### src/rtl/and2_resp_monitor.sv
`default_nettype none
// ============================================================================
// Module   : and2_resp_monitor
// Brief    : Response-side monitor for the and2 interface. Checks y == a & b,
//            counts passes/errors and buffers checked transactions in a FIFO.
// Option   : AND2_MON_STOP_ON_ERR_EN - halt capture on first mismatch until clr
// Revision : 1.0 - initial release
// ============================================================================
module and2_resp_monitor #(
   parameter int WIDTH = 1,
   parameter int DEPTH = 4,
   parameter int CNT_W = 16
) (
   input  logic             clk,
   input  logic             rst_n,
   input  logic             en,
   input  logic             clr,
   input  logic             in_valid,
   output logic             in_ready,
   input  logic [WIDTH-1:0] in_a,
   input  logic [WIDTH-1:0] in_b,
   input  logic [WIDTH-1:0] in_y,
   output logic             out_valid,
   input  logic             out_ready,
   output logic [WIDTH-1:0] out_a,
   output logic [WIDTH-1:0] out_b,
   output logic [WIDTH-1:0] out_y,
   output logic             out_err,
   output logic [CNT_W-1:0] pass_cnt,
   output logic [CNT_W-1:0] err_cnt,
   output logic             fifo_full,
   output logic             halted
);

   localparam int AW = $clog2(DEPTH);
   localparam int OW = AW + 1;
   localparam int EW = 3 * WIDTH + 1;

   typedef enum logic [1:0] {
      S_IDLE = 2'd0,
      S_RUN  = 2'd1,
      S_HALT = 2'd2
   } state_t;

   state_t           state_q;
   logic [EW-1:0]    mem_q [DEPTH];
   logic [AW-1:0]    wr_ptr_q;
   logic [AW-1:0]    rd_ptr_q;
   logic [OW-1:0]    occ_q;
   logic [OW-1:0]    occ_d;
   logic [CNT_W-1:0] pass_q;
   logic [CNT_W-1:0] err_q;

   logic             w_full;
   logic             w_accept;
   logic             w_pop;
   logic             w_mismatch;
   logic [EW-1:0]    w_head;

   assign w_full     = (occ_q == OW'(DEPTH));
   assign in_ready   = (state_q == S_RUN) && !w_full && !clr;
   assign w_accept   = in_valid && in_ready;
   assign w_mismatch = (in_y != (in_a & in_b));
   assign out_valid  = (occ_q != '0);
   assign w_pop      = out_valid && out_ready;

   // -------------------------------------------------------------------------
   // Control FSM; clr overrides every other event.
   // -------------------------------------------------------------------------
`ifdef AND2_MON_STOP_ON_ERR_EN
   logic halted_q;

   always_ff @(posedge clk or negedge rst_n) begin
      if (!rst_n) begin
         state_q  <= S_IDLE;
         halted_q <= 1'b0;
      end else if (clr) begin
         state_q  <= S_IDLE;
         halted_q <= 1'b0;
      end else begin
         case (state_q)
            S_IDLE: if (en) state_q <= S_RUN;
            S_RUN: begin
               if (w_accept && w_mismatch) begin
                  state_q  <= S_HALT;
                  halted_q <= 1'b1;
               end else if (!en) begin
                  state_q <= S_IDLE;
               end
            end
            S_HALT: state_q <= S_HALT;
            default: state_q <= S_IDLE;
         endcase
      end
   end

   assign halted = halted_q;
`else
   always_ff @(posedge clk or negedge rst_n) begin
      if (!rst_n) begin
         state_q <= S_IDLE;
      end else if (clr) begin
         state_q <= S_IDLE;
      end else begin
         case (state_q)
            S_IDLE:  if (en) state_q <= S_RUN;
            S_RUN:   if (!en) state_q <= S_IDLE;
            default: state_q <= S_IDLE;
         endcase
      end
   end

   assign halted = 1'b0;
`endif

   // -------------------------------------------------------------------------
   // FIFO storage, pointers and counters
   // -------------------------------------------------------------------------
   always_comb begin
      occ_d = occ_q;
      if (w_accept && !w_pop)
         occ_d = occ_q + OW'(1);
      else if (!w_accept && w_pop)
         occ_d = occ_q - OW'(1);
   end

   always_ff @(posedge clk or negedge rst_n) begin
      if (!rst_n) begin
         for (int i = 0; i < DEPTH; i++) mem_q[i] <= '0;
      end else if (w_accept) begin
         mem_q[wr_ptr_q] <= {in_a, in_b, in_y, w_mismatch};
      end
   end

   always_ff @(posedge clk or negedge rst_n) begin
      if (!rst_n) begin
         wr_ptr_q <= '0;
         rd_ptr_q <= '0;
         occ_q    <= '0;
         pass_q   <= '0;
         err_q    <= '0;
      end else if (clr) begin
         wr_ptr_q <= '0;
         rd_ptr_q <= '0;
         occ_q    <= '0;
         pass_q   <= '0;
         err_q    <= '0;
      end else begin
         occ_q <= occ_d;
         if (w_pop) rd_ptr_q <= rd_ptr_q + AW'(1);
         if (w_accept) begin
            wr_ptr_q <= wr_ptr_q + AW'(1);
            // Counters stick at all-ones rather than wrapping.
            if (w_mismatch) begin
               if (err_q != '1) err_q <= err_q + CNT_W'(1);
            end else begin
               if (pass_q != '1) pass_q <= pass_q + CNT_W'(1);
            end
         end
      end
   end

   assign w_head    = mem_q[rd_ptr_q];
   assign out_a     = w_head[EW-1 -: WIDTH];
   assign out_b     = w_head[EW-1-WIDTH -: WIDTH];
   assign out_y     = w_head[WIDTH:1];
   assign out_err   = w_head[0];
   assign pass_cnt  = pass_q;
   assign err_cnt   = err_q;
   assign fifo_full = w_full;

endmodule
`default_nettype wire

### config.mk
export PLATFORM = sky130hd
export DESIGN_NAME = and2_resp_monitor
export DESIGN_NICKNAME = d
export VERILOG_FILES = /design/src/rtl/and2_resp_monitor.sv
export SDC_FILE = /design/constraint.sdc
export NUM_CORES = 1
export LEC_CHECK = 0
export ABC_CLOCK_PERIOD_IN_PS = 4400
export CORE_UTILIZATION = 58
export DETAILED_ROUTE_END_ITERATION = 6
export PLACE_DENSITY = 0.95
export SLEW_MARGIN = 20
export SYNTH_ARGS = -nofsm -noshare
export SYNTH_HDL_FRONTEND = slang
export SYNTH_SLANG_ARGS = --single-unit
### constraint.sdc
create_clock -name clk -period 4.4 [get_ports clk]
set_input_delay 0.88 -clock clk [delete_from_list [all_inputs] [get_ports clk]]
set_output_delay 0.88 -clock clk [all_outputs]
set_load 0.01 [all_outputs]
==> results of run 1 <==
==> registers in the layout, summed over array words and instances (netlist names) <==
name and count:
err_cnt 16, mem_q 16, occ_q 3, pass_cnt 16, rd_ptr_q 2, state_q 1
wr_ptr_q 2
==> final timing paths <==
kind,endpoint,slack [ps],cells after the start
setup / recovery,in_ready,1200,4
hold / removal,mem_q[1]$_DFFE_PN0P_,510,1
setup reg to reg,err_cnt[13]$_DFFE_PN0P_,1870,6
hold reg to reg,mem_q[1]$_DFFE_PN0P_,510,1
max in group asynchronous,pass_cnt[1]$_DFFE_PN0P_,2980,2
min in group asynchronous,pass_cnt[15]$_DFFE_PN0P_,610,1
==> layout by cell type, fill, tap and decap left out, types with 2 or more instances in the layout <==
cell and count:
clkbuf_8 5, nor3_1 7, nand2_1 17, nand4_1 10, nand3_1 13, mux4_2 4, and3_1 6, o21ai_0 7
nand3b_1 3, ha_1 6, and2_1 2, nor2b_1 6, and3b_1 2, o31a_1 2, nor2_1 15, o41ai_1 4
nor4_1 8, and4_1 2, buf_4 5, o311ai_0 7, or3_1 5, o21a_1 2, inv_1 13, clkdlybuf4s50_1 46
or4_1 16, mux2_2 25, a21oi_1 16, o31ai_1 13, dfrtp_1 56
==> layer usage <==
metal | track usage, % | wire [µm] | up-vias
li1 | - | - | 1250
met5 | 0 | 0 | -
met3 | 5.16 | 306 | 18
met2 | 48.1 | 3720 | 85
met4 | 11.5 | 174 | 0
met1 | 34.9 | 3130 | 1321
==> synthesized netlist by cell type, drive strengths merged, types with 3 or more instances <==
| cell | number | area (µm²) |
|---|---|---|
| o41ai | 4 | 35.0 |
| or4 | 16 | 120 |
| o21ai | 7 | 35.0 |
| buf | 6 | 35.0 |
| nor2 | 15 | 56.3 |
| nand4 | 11 | 75.1 |
| nand3b | 3 | 22.5 |
| nor2b | 6 | 37.5 |
| dfrtp | 56 | 1400 |
| inv | 13 | 48.8 |
| nand2 | 17 | 63.8 |
| o311ai | 7 | 61.3 |
| o31ai | 13 | 97.6 |
| mux2 | 25 | 282 |
| and3 | 7 | 45.1 |
| mux4 | 4 | 90.1 |
| nor3 | 7 | 35.0 |
| a21oi | 16 | 80.1 |
| ha | 6 | 75.1 |
| nand3 | 13 | 65.1 |
| nor4 | 10 | 68.8 |
| or3 | 5 | 31.3 |
| clkbuf | 9 | 33.8 |
==> report_power, final <==
group	switching (mW)	internal, mW	total [mW]	leakage [nW]
Clock	0.176	0.172	0.348	0.0548
Combinational	0.121	0.167	0.288	0.719
Sequential	0.0445	0.557	0.602	0.768
==> worst max-delay path: stages <==
cell,delay (ps)
clkdlybuf4s50_1,420
inv_1,230
and3_1,250
clkdlybuf4s50_1,550
==> logic make-up (layout without fill, tap and decap cells) <==
kind of cell	count (synthesis)	in the layout	synth area share, %
DFF	56	56	44.7
and+or+nand+nor	121	121	22.9
other	1	1	0.120
buffers and inverters	28	73	3.76
muxes	30	30	12.2
xor gates and xnor gates	2	2	0.559
adders and majority gates	7	7	3.04
AOI/OAI and AO/OA	58	58	12.7
==> final cells by class <==
| type | instances | area [µm²] |
|---|---|---|
| Multi-Input combinational cell | 219 | 1630 |
| Sequential cell | 56 | 1400 |
| Timing Repair Buffer | 52 | 503 |
| Tap cell | 70 | 87.6 |
| Clock inverter | 3 | 46.3 |
| Fill cell | 379 | 1360 |
| Clock buffer | 5 | 68.8 |
| Inverter | 13 | 48.8 |
==> results.txt, run 1 <==
CTS tree -> yes
Number of synthesized flops with an enable pin -> 0
Max Clk Rate -> 312 MHz
Gp weighted congestion -> 0.878
Drt wl/cell -> 17.5 µm
Num Clock Sinks -> 56
Die W -> 75.5 µm
Vias in the first global route -> 2566
Clock transition at path regs -> 100 ps
Die Ht -> 75.5 µm
Vias after detailed routing -> 2674
Worst-Skew Late Latency -> 320 ps
Async S/R FF share, synth -> 100%
Pre-CTS setup slack -> 989 ps
Slew headroom -> 42.4%
# IOs -> 49
Share of layout cells above drive strength 1 -> 14.7%
Top FF cell, synth -> dfrtp_1
Overall Power -> 1.24 mW
Final core occ -> 73.6%
Setup Fix Bufs, Post-CTS -> 0
Final period util -> 72.8%
GR Overflow Total -> 0
Reg-to-Reg Start -> err_cnt[0]$_DFFE_PN0P_
Critical Path Fanout Max -> 10
HP Start -> mem_q[1]$_DFFE_PN0P_
Total GRT Usage -> 28.0%
Initial antenna violation count -> 0
Part of the Yosys area used for sequential elements -> 44.7%
Die ar. -> 0.00570 mm²
Peak supply drop -> 0.255 mV
Power density over the cells -> 327 mW/mm²
Design Area, Final -> 0.00378 mm²
Synthesized instance count -> 303
DRC -> 0
Worst hold slack -> 513 ps
Row count -> 26
Final setup TNS -> 0 ps
DP HPWL -> 5.17 mm
Run status -> completed
Nets@finish -> 363
Post-cts resize count -> 0
#FFs+latches synth -> 56
Total core area -> 0.00514 mm²
Final worst slack -> 1200 ps
Routed Wire Length -> 7.33 mm
DP Cell Count -> 410
Syn avg cell area -> 10.3 µm²
Syn nets -> 319
P_leak -> 1.54 nW
Pin count of the biggest net entering global routing -> 43
CP startpoint kind -> primary input
Post-placement cell area -> 0.00367 mm²
Drt pass-1 iters -> 4
Final min period -> 3200 ps
Count of different cell masters after synthesis -> 49
Post-DRT Antenna Nets -> 0
Wire length of the first global-routing pass -> 12.0 mm
CP arrival -> 2320 ps
Synth Warn # -> 0
DRT iter0 DRCs -> 204
Crit path kind -> in -> out
WP data required -> 3520 ps
Cell Area, Synth -> 0.00313 mm²
Number of max-slew violations in the final report -> 0
CTS H-Tree Depth -> 2
TritonCTS Buffers -> 5
Buffers added on ports -> 47
Worst slew pin tran -> 856 ps
Antenna fix cells -> 0
Clock root cell -> clkbuf_8
Initial Util -> 60.9%
Cts hold-fix bufs -> 0
Max-Cap Viols -> 0
Layout Area Growth over Synthesis -> 20.8%
Final hold violations -> 0
Final Instance Count excl. Fillers -> 418
Unrepaired setup endpoints after global routing -> no
Beginning of the critical path -> clr
Final Skew -> 4.71 ps
Vias per cell -> 6.40
Min-Delay Path Class -> reg -> reg
CP endpoint kind -> output pin
Clk buf depth -> 2
# setup viols final -> 0
Power figures use the tool's default switching activity.
==> inputs of run 2 (changes only) <==
ABC_CLOCK_PERIOD_IN_PS = 3100   (was 4400)
CORE_UTILIZATION = 54   (was 58)
PLACE_DENSITY = 0.9   (was 0.95)
clock period = 3.1 ns   (was 4.4 ns; I/O delays follow)
==> run 2 against run 1 <==
Net effect: flip-flop and latch count unchanged; final cell count increased by 2.2%; combinational power increased by 49%; largest cell class unchanged; highest routed layer unchanged.
==> results.txt, run 2 (same netlist as run 1, synthesis figures left out) <==
R2R Setup Slk -> 930 ps
DP Cell Count -> 419
Final min period -> 2670 ps
CP endpoint kind -> output pin
Final worst slack -> 430 ps
Vias in the first global route -> 2574
Gp weighted congestion -> 0.861
Clock transition at path regs -> 90 ps
Crit path kind -> in -> out
Clock root cell -> clkbuf_8
Post-cts resize count -> 0
Die Ht -> 78.2 µm
DRT iter0 DRCs -> 200
Initial antenna violation count -> 0
# IOs -> 49
Drt wl/cell -> 16.7 µm
Setup Fix Bufs, Post-CTS -> 0
Total core area -> 0.00554 mm²
Row count -> 27
CP arrival -> 2050 ps
CTS tree -> yes
Total GRT Usage -> 24.9%
CTS H-Tree Depth -> 2
Unrepaired setup endpoints after global routing -> no
WP data required -> 2480 ps
Final Instance Count excl. Fillers -> 427
P_leak -> 1.56 nW
DP HPWL -> 5.17 mm
Run status -> completed
Wire length of the first global-routing pass -> 12.0 mm
Nets@finish -> 370
Vias per cell -> 6.24
Final period util -> 86.1%
Max-Cap Viols -> 0
Max Clk Rate -> 375 MHz
Worst-Skew Late Latency -> 310 ps
Initial Util -> 56.5%
Final setup TNS -> 0 ps
Overall Power -> 1.69 mW
Die W -> 78.2 µm
Commonest cells after routing, fill and taps aside -> dfrtp_1, clkdlybuf4s50_1, mux2_2
CP startpoint kind -> primary input
Die ar. -> 0.00611 mm²
Final hold violations -> 0
Vias after detailed routing -> 2664
Layout Area Growth over Synthesis -> 21.9%
R2R cell count -> 6
TritonCTS Buffers -> 5
Power density over the cells -> 442 mW/mm²
Min-Delay Path Class -> in -> async
Routed Wire Length -> 7.13 mm
Post-DRT Antenna Nets -> 0
Share of layout cells above drive strength 1 -> 15.8%
# setup viols final -> 0
Peak supply drop -> 0.272 mV
Antenna fix cells -> 0
Drt pass-1 iters -> 5
Buffers added on ports -> 47
Num Clock Sinks -> 56
Worst slew pin tran -> 674 ps
Pre-CTS setup slack -> 337 ps
Final Skew -> 7.69 ps
Pin count of the biggest net entering global routing -> 30
FILL cells -> 428
Cts hold-fix bufs -> 0
GR Overflow Total -> 0
DRC -> 0
Clk buf depth -> 2
Critical Path Fanout Max -> 8
Slew headroom -> 55.1%
Number of max-slew violations in the final report -> 0
Most common cell after layout, fill and taps aside -> dfrtp_1
==> run 2: changes by cell type in the layout (fill, tap and decap cells not counted) <==
cell        delta
buf_4          +6
buf_12         +1
clkinvlp_4     -1
nor4_2         +1
inv_6          -1
bufinv_16      -1
nor4_4         -1
clkbuf_8       +1
clkbuf_1       +2
==> run 2: cell type report <==
cell class                      count  area, µm²  share of cell area (%)
Inverter                           13       48.8                    1.28
Tap cell                           72       90.1                    2.36
Sequential cell                    56       1400                    36.7
Multi-Input combinational cell    219       1620                    42.4
Clock buffer                        8       90.1                    2.36
Timing Repair Buffer               59        568                    14.9
==> run 2: worst max-delay path: stages <==
cell and delay, ps:
clkdlybuf4s50_1 490, buf_4 210, inv_1 70, and3_1 140
clkdlybuf4s50_1 520
==> run 2: final timing paths <==
| check | start | endpoint |
|---|---|---|
| hold / removal | rst_n | mem_q[12]$_DFFE_PN0P_ |
| min in group clk | mem_q[8]$_DFFE_PN0P_ | mem_q[8]$_DFFE_PN0P_ |
| max in group asynchronous | rst_n | pass_cnt[5]$_DFFE_PN0P_ |
| setup / recovery | clr | in_ready |
| setup reg to reg | occ_q[1]$_DFFE_PN0P_ | occ_q[2]$_DFFE_PN0P_ |
| hold reg to reg | mem_q[8]$_DFFE_PN0P_ | mem_q[8]$_DFFE_PN0P_ |
==> run 2: stage by stage <==
| step | area (µm²) | hold WS (ps) | utilization [%] |
|---|---|---|---|
| floorplan | 3130 | 324 | - |
| global placement | 3730 | 483 | 67.3 |
| detailed placement | 3730 | 493 | 67.3 |
| CTS | 3820 | 358 | 68.9 |
| global route | 3820 | 390 | 68.9 |
| finish | 3820 | 343 | 68.9 |
==> run 2: report_power, final <==
group          total (mW)  internal [mW]  leakage, nW  switching (mW)
Clock               0.409          0.183       0.0455           0.226
Sequential          0.853          0.791        0.768          0.0620
Combinational       0.428          0.249        0.743           0.179
Total                1.69           1.22         1.56           0.467
==> run 2: metal layers <==
metal	wire [µm]	GRT usage, %	vias up
met4	82	6.67	0
li1	-	-	1261
met2	3610	42.8	89
met1	3060	32.4	1305
met3	380	4.53	9
met5	0	0	-
==> inputs of run 3 (changes only) <==
==> constraint.sdc (replaced) <==
create_clock -name clk -period 3.1 [get_ports clk]
set_input_delay 0.465 -clock clk [delete_from_list [all_inputs] [get_ports clk]]
set_output_delay 0.465 -clock clk [all_outputs]
set_load 0.01 [all_outputs]
==> run 3 against run 2 <==
Net effect: register-to-register slack worse by 140 ps; sequential share of layout area grew 0.28 points; clock-buffer cell count shrank 3; critical path depth is 2 lower; utilization decreased by 0.52 points; clock power is 5.6% higher; first-iteration DRC count is 6.0% lower; clock skew is essentially flat; die area unchanged; final area fell by 0.75%; critical endpoint is now fifo_full; largest cell class unchanged; largest power group unchanged; highest routed layer unchanged.
==> results.txt, run 3 (same netlist as run 1, synthesis figures left out) <==
Num Clock Sinks -> 56
Pin count of the biggest net entering global routing -> 57
Gp weighted congestion -> 0.814
Post-DRT Antenna Nets -> 0
Cts hold-fix bufs -> 0
P_leak -> 1.54 nW
Buffers added on ports -> 47
CP endpoint kind -> output pin
DP HPWL -> 4.93 mm
Drt wl/cell -> 16.6 µm
Number of max-slew violations in the final report -> 0
GR Overflow Total -> 0
# IOs -> 49
Min-Delay Path Class -> in -> async
Max-Cap Viols -> 0
DRT iter0 DRCs -> 188
Most common cell after layout, fill and taps aside -> dfrtp_1
Nets@finish -> 367
Vias after detailed routing -> 2665
Setup Fix Bufs, Post-CTS -> 0
Critical Path Fanout Max -> 5
Final Skew -> 8.09 ps
Unrepaired setup endpoints after global routing -> no
Die Ht -> 78.2 µm
Final hold violations -> 0
Met2 Usage GRT -> 40.9%
Final period util -> 78.1%
Power density over the cells -> 447 mW/mm²
Clock root cell -> clkbuf_8
Final setup TNS -> 0 ps
Met3 GRT Util -> 3.14%
CTS tree -> yes
Share of layout cells above drive strength 1 -> 15.6%
Max Clk Rate -> 413 MHz
Die W -> 78.2 µm
Design Area, Final -> 0.00379 mm²
Final worst slack -> 680 ps
CP startpoint kind -> flop
Commonest cells after routing, fill and taps aside -> dfrtp_1, clkdlybuf4s50_1, mux2_2
Wire length of the first global-routing pass -> 12.0 mm
Initial antenna violation count -> 0
Overall Power -> 1.70 mW
Die ar. -> 0.00611 mm²
Vias in the first global route -> 2533
Slew headroom -> 49.3%
Post-cts resize count -> 0
R2R cell count -> 6
Row count -> 27
Gr busiest metal -> met2
Post-placement cell area -> 0.00369 mm²
Drt pass-1 iters -> 4
Clock transition at path regs -> 110 ps
Layout Area Growth over Synthesis -> 21.0%
Run status -> completed
Antenna fix cells -> 0
# setup viols final -> 0
CP arrival -> 1960 ps
TritonCTS Buffers -> 5
Vias per cell -> 6.29
Initial Util -> 56.5%
CTS H-Tree Depth -> 2
Routed Wire Length -> 7.04 mm
Total core area -> 0.00554 mm²
DRC -> 0
Pre-CTS setup slack -> 605 ps
Peak supply drop -> 0.227 mV
Worst-Skew Late Latency -> 320 ps
Total GRT Usage -> 25.1%
Final min period -> 2420 ps
Worst slew pin tran -> 754 ps
Crit path kind -> reg -> out
GR Util met1 -> 33.8%
Clk buf depth -> 2
WP data required -> 2630 ps
[run 3: cell types whose count changed in the layout (fill, tap and decap cells not counted)]
cell / change
buf_12: -1
buf_4: -2
clkbuf_1: -2
clkbuf_8: -1
clkinv_4: +1
clkinvlp_4: +1
inv_8: +1
[run 3: final cells by class]
cell class | instances | area [µm²]
fillers | 429 | 1750
multi-input cells | 219 | 1620
flip-flops and latches | 56 | 1400
repair buffers | 56 | 533
well taps | 72 | 90.1
clock buffers | 5 | 68.8
inverters | 13 | 48.8
clock inverters | 3 | 27.5
[run 3: path summary, 6_finish.rpt]
path,slack [ps],startpoint,endpoint
min in group clk,520,mem_q[11]$_DFFE_PN0P_,mem_q[11]$_DFFE_PN0P_
worst min-delay path,260,rst_n,mem_q[12]$_DFFE_PN0P_
worst min register to register,520,mem_q[11]$_DFFE_PN0P_,mem_q[11]$_DFFE_PN0P_
max in group asynchronous,2370,rst_n,err_cnt[6]$_DFFE_PN0P_
worst max-delay path,680,occ_q[1]$_DFFE_PN0P_,fifo_full
worst max register to register,790,err_cnt[0]$_DFFE_PN0P_,err_cnt[2]$_DFFE_PN0P_
[run 3: where the power goes]
group	total (mW)	leakage [nW]	internal [mW]	switching, mW
registers	0.854	0.768	0.791	0.0639
logic	0.408	0.723	0.239	0.170
clock network	0.432	0.0463	0.167	0.266
[run 3: per-stage QoR]
step	hold WS (ps)	utilization (%)	std cells
after floorplan	169	-	303
after global placement	482	66.6	416
after detailed placement	490	66.6	416
after CTS	291	68.4	424
after global routing	328	68.4	424
final	260	68.4	424
[run 3: routing by layer]
| layer | vias to the layer above | wire [µm] |
|---|---|---|
| li1 | 1255 | - |
| met2 | 77 | 3520 |
| met1 | 1322 | 3110 |
| met4 | 0 | 95 |
| met5 | - | 0 |
| met3 | 11 | 319 |
[run 3: worst max-delay path: stages (launching register included)]
cell	delay (ps)
dfrtp_1	440
or3b_1	480
inv_1	160
clkdlybuf4s50_1	550
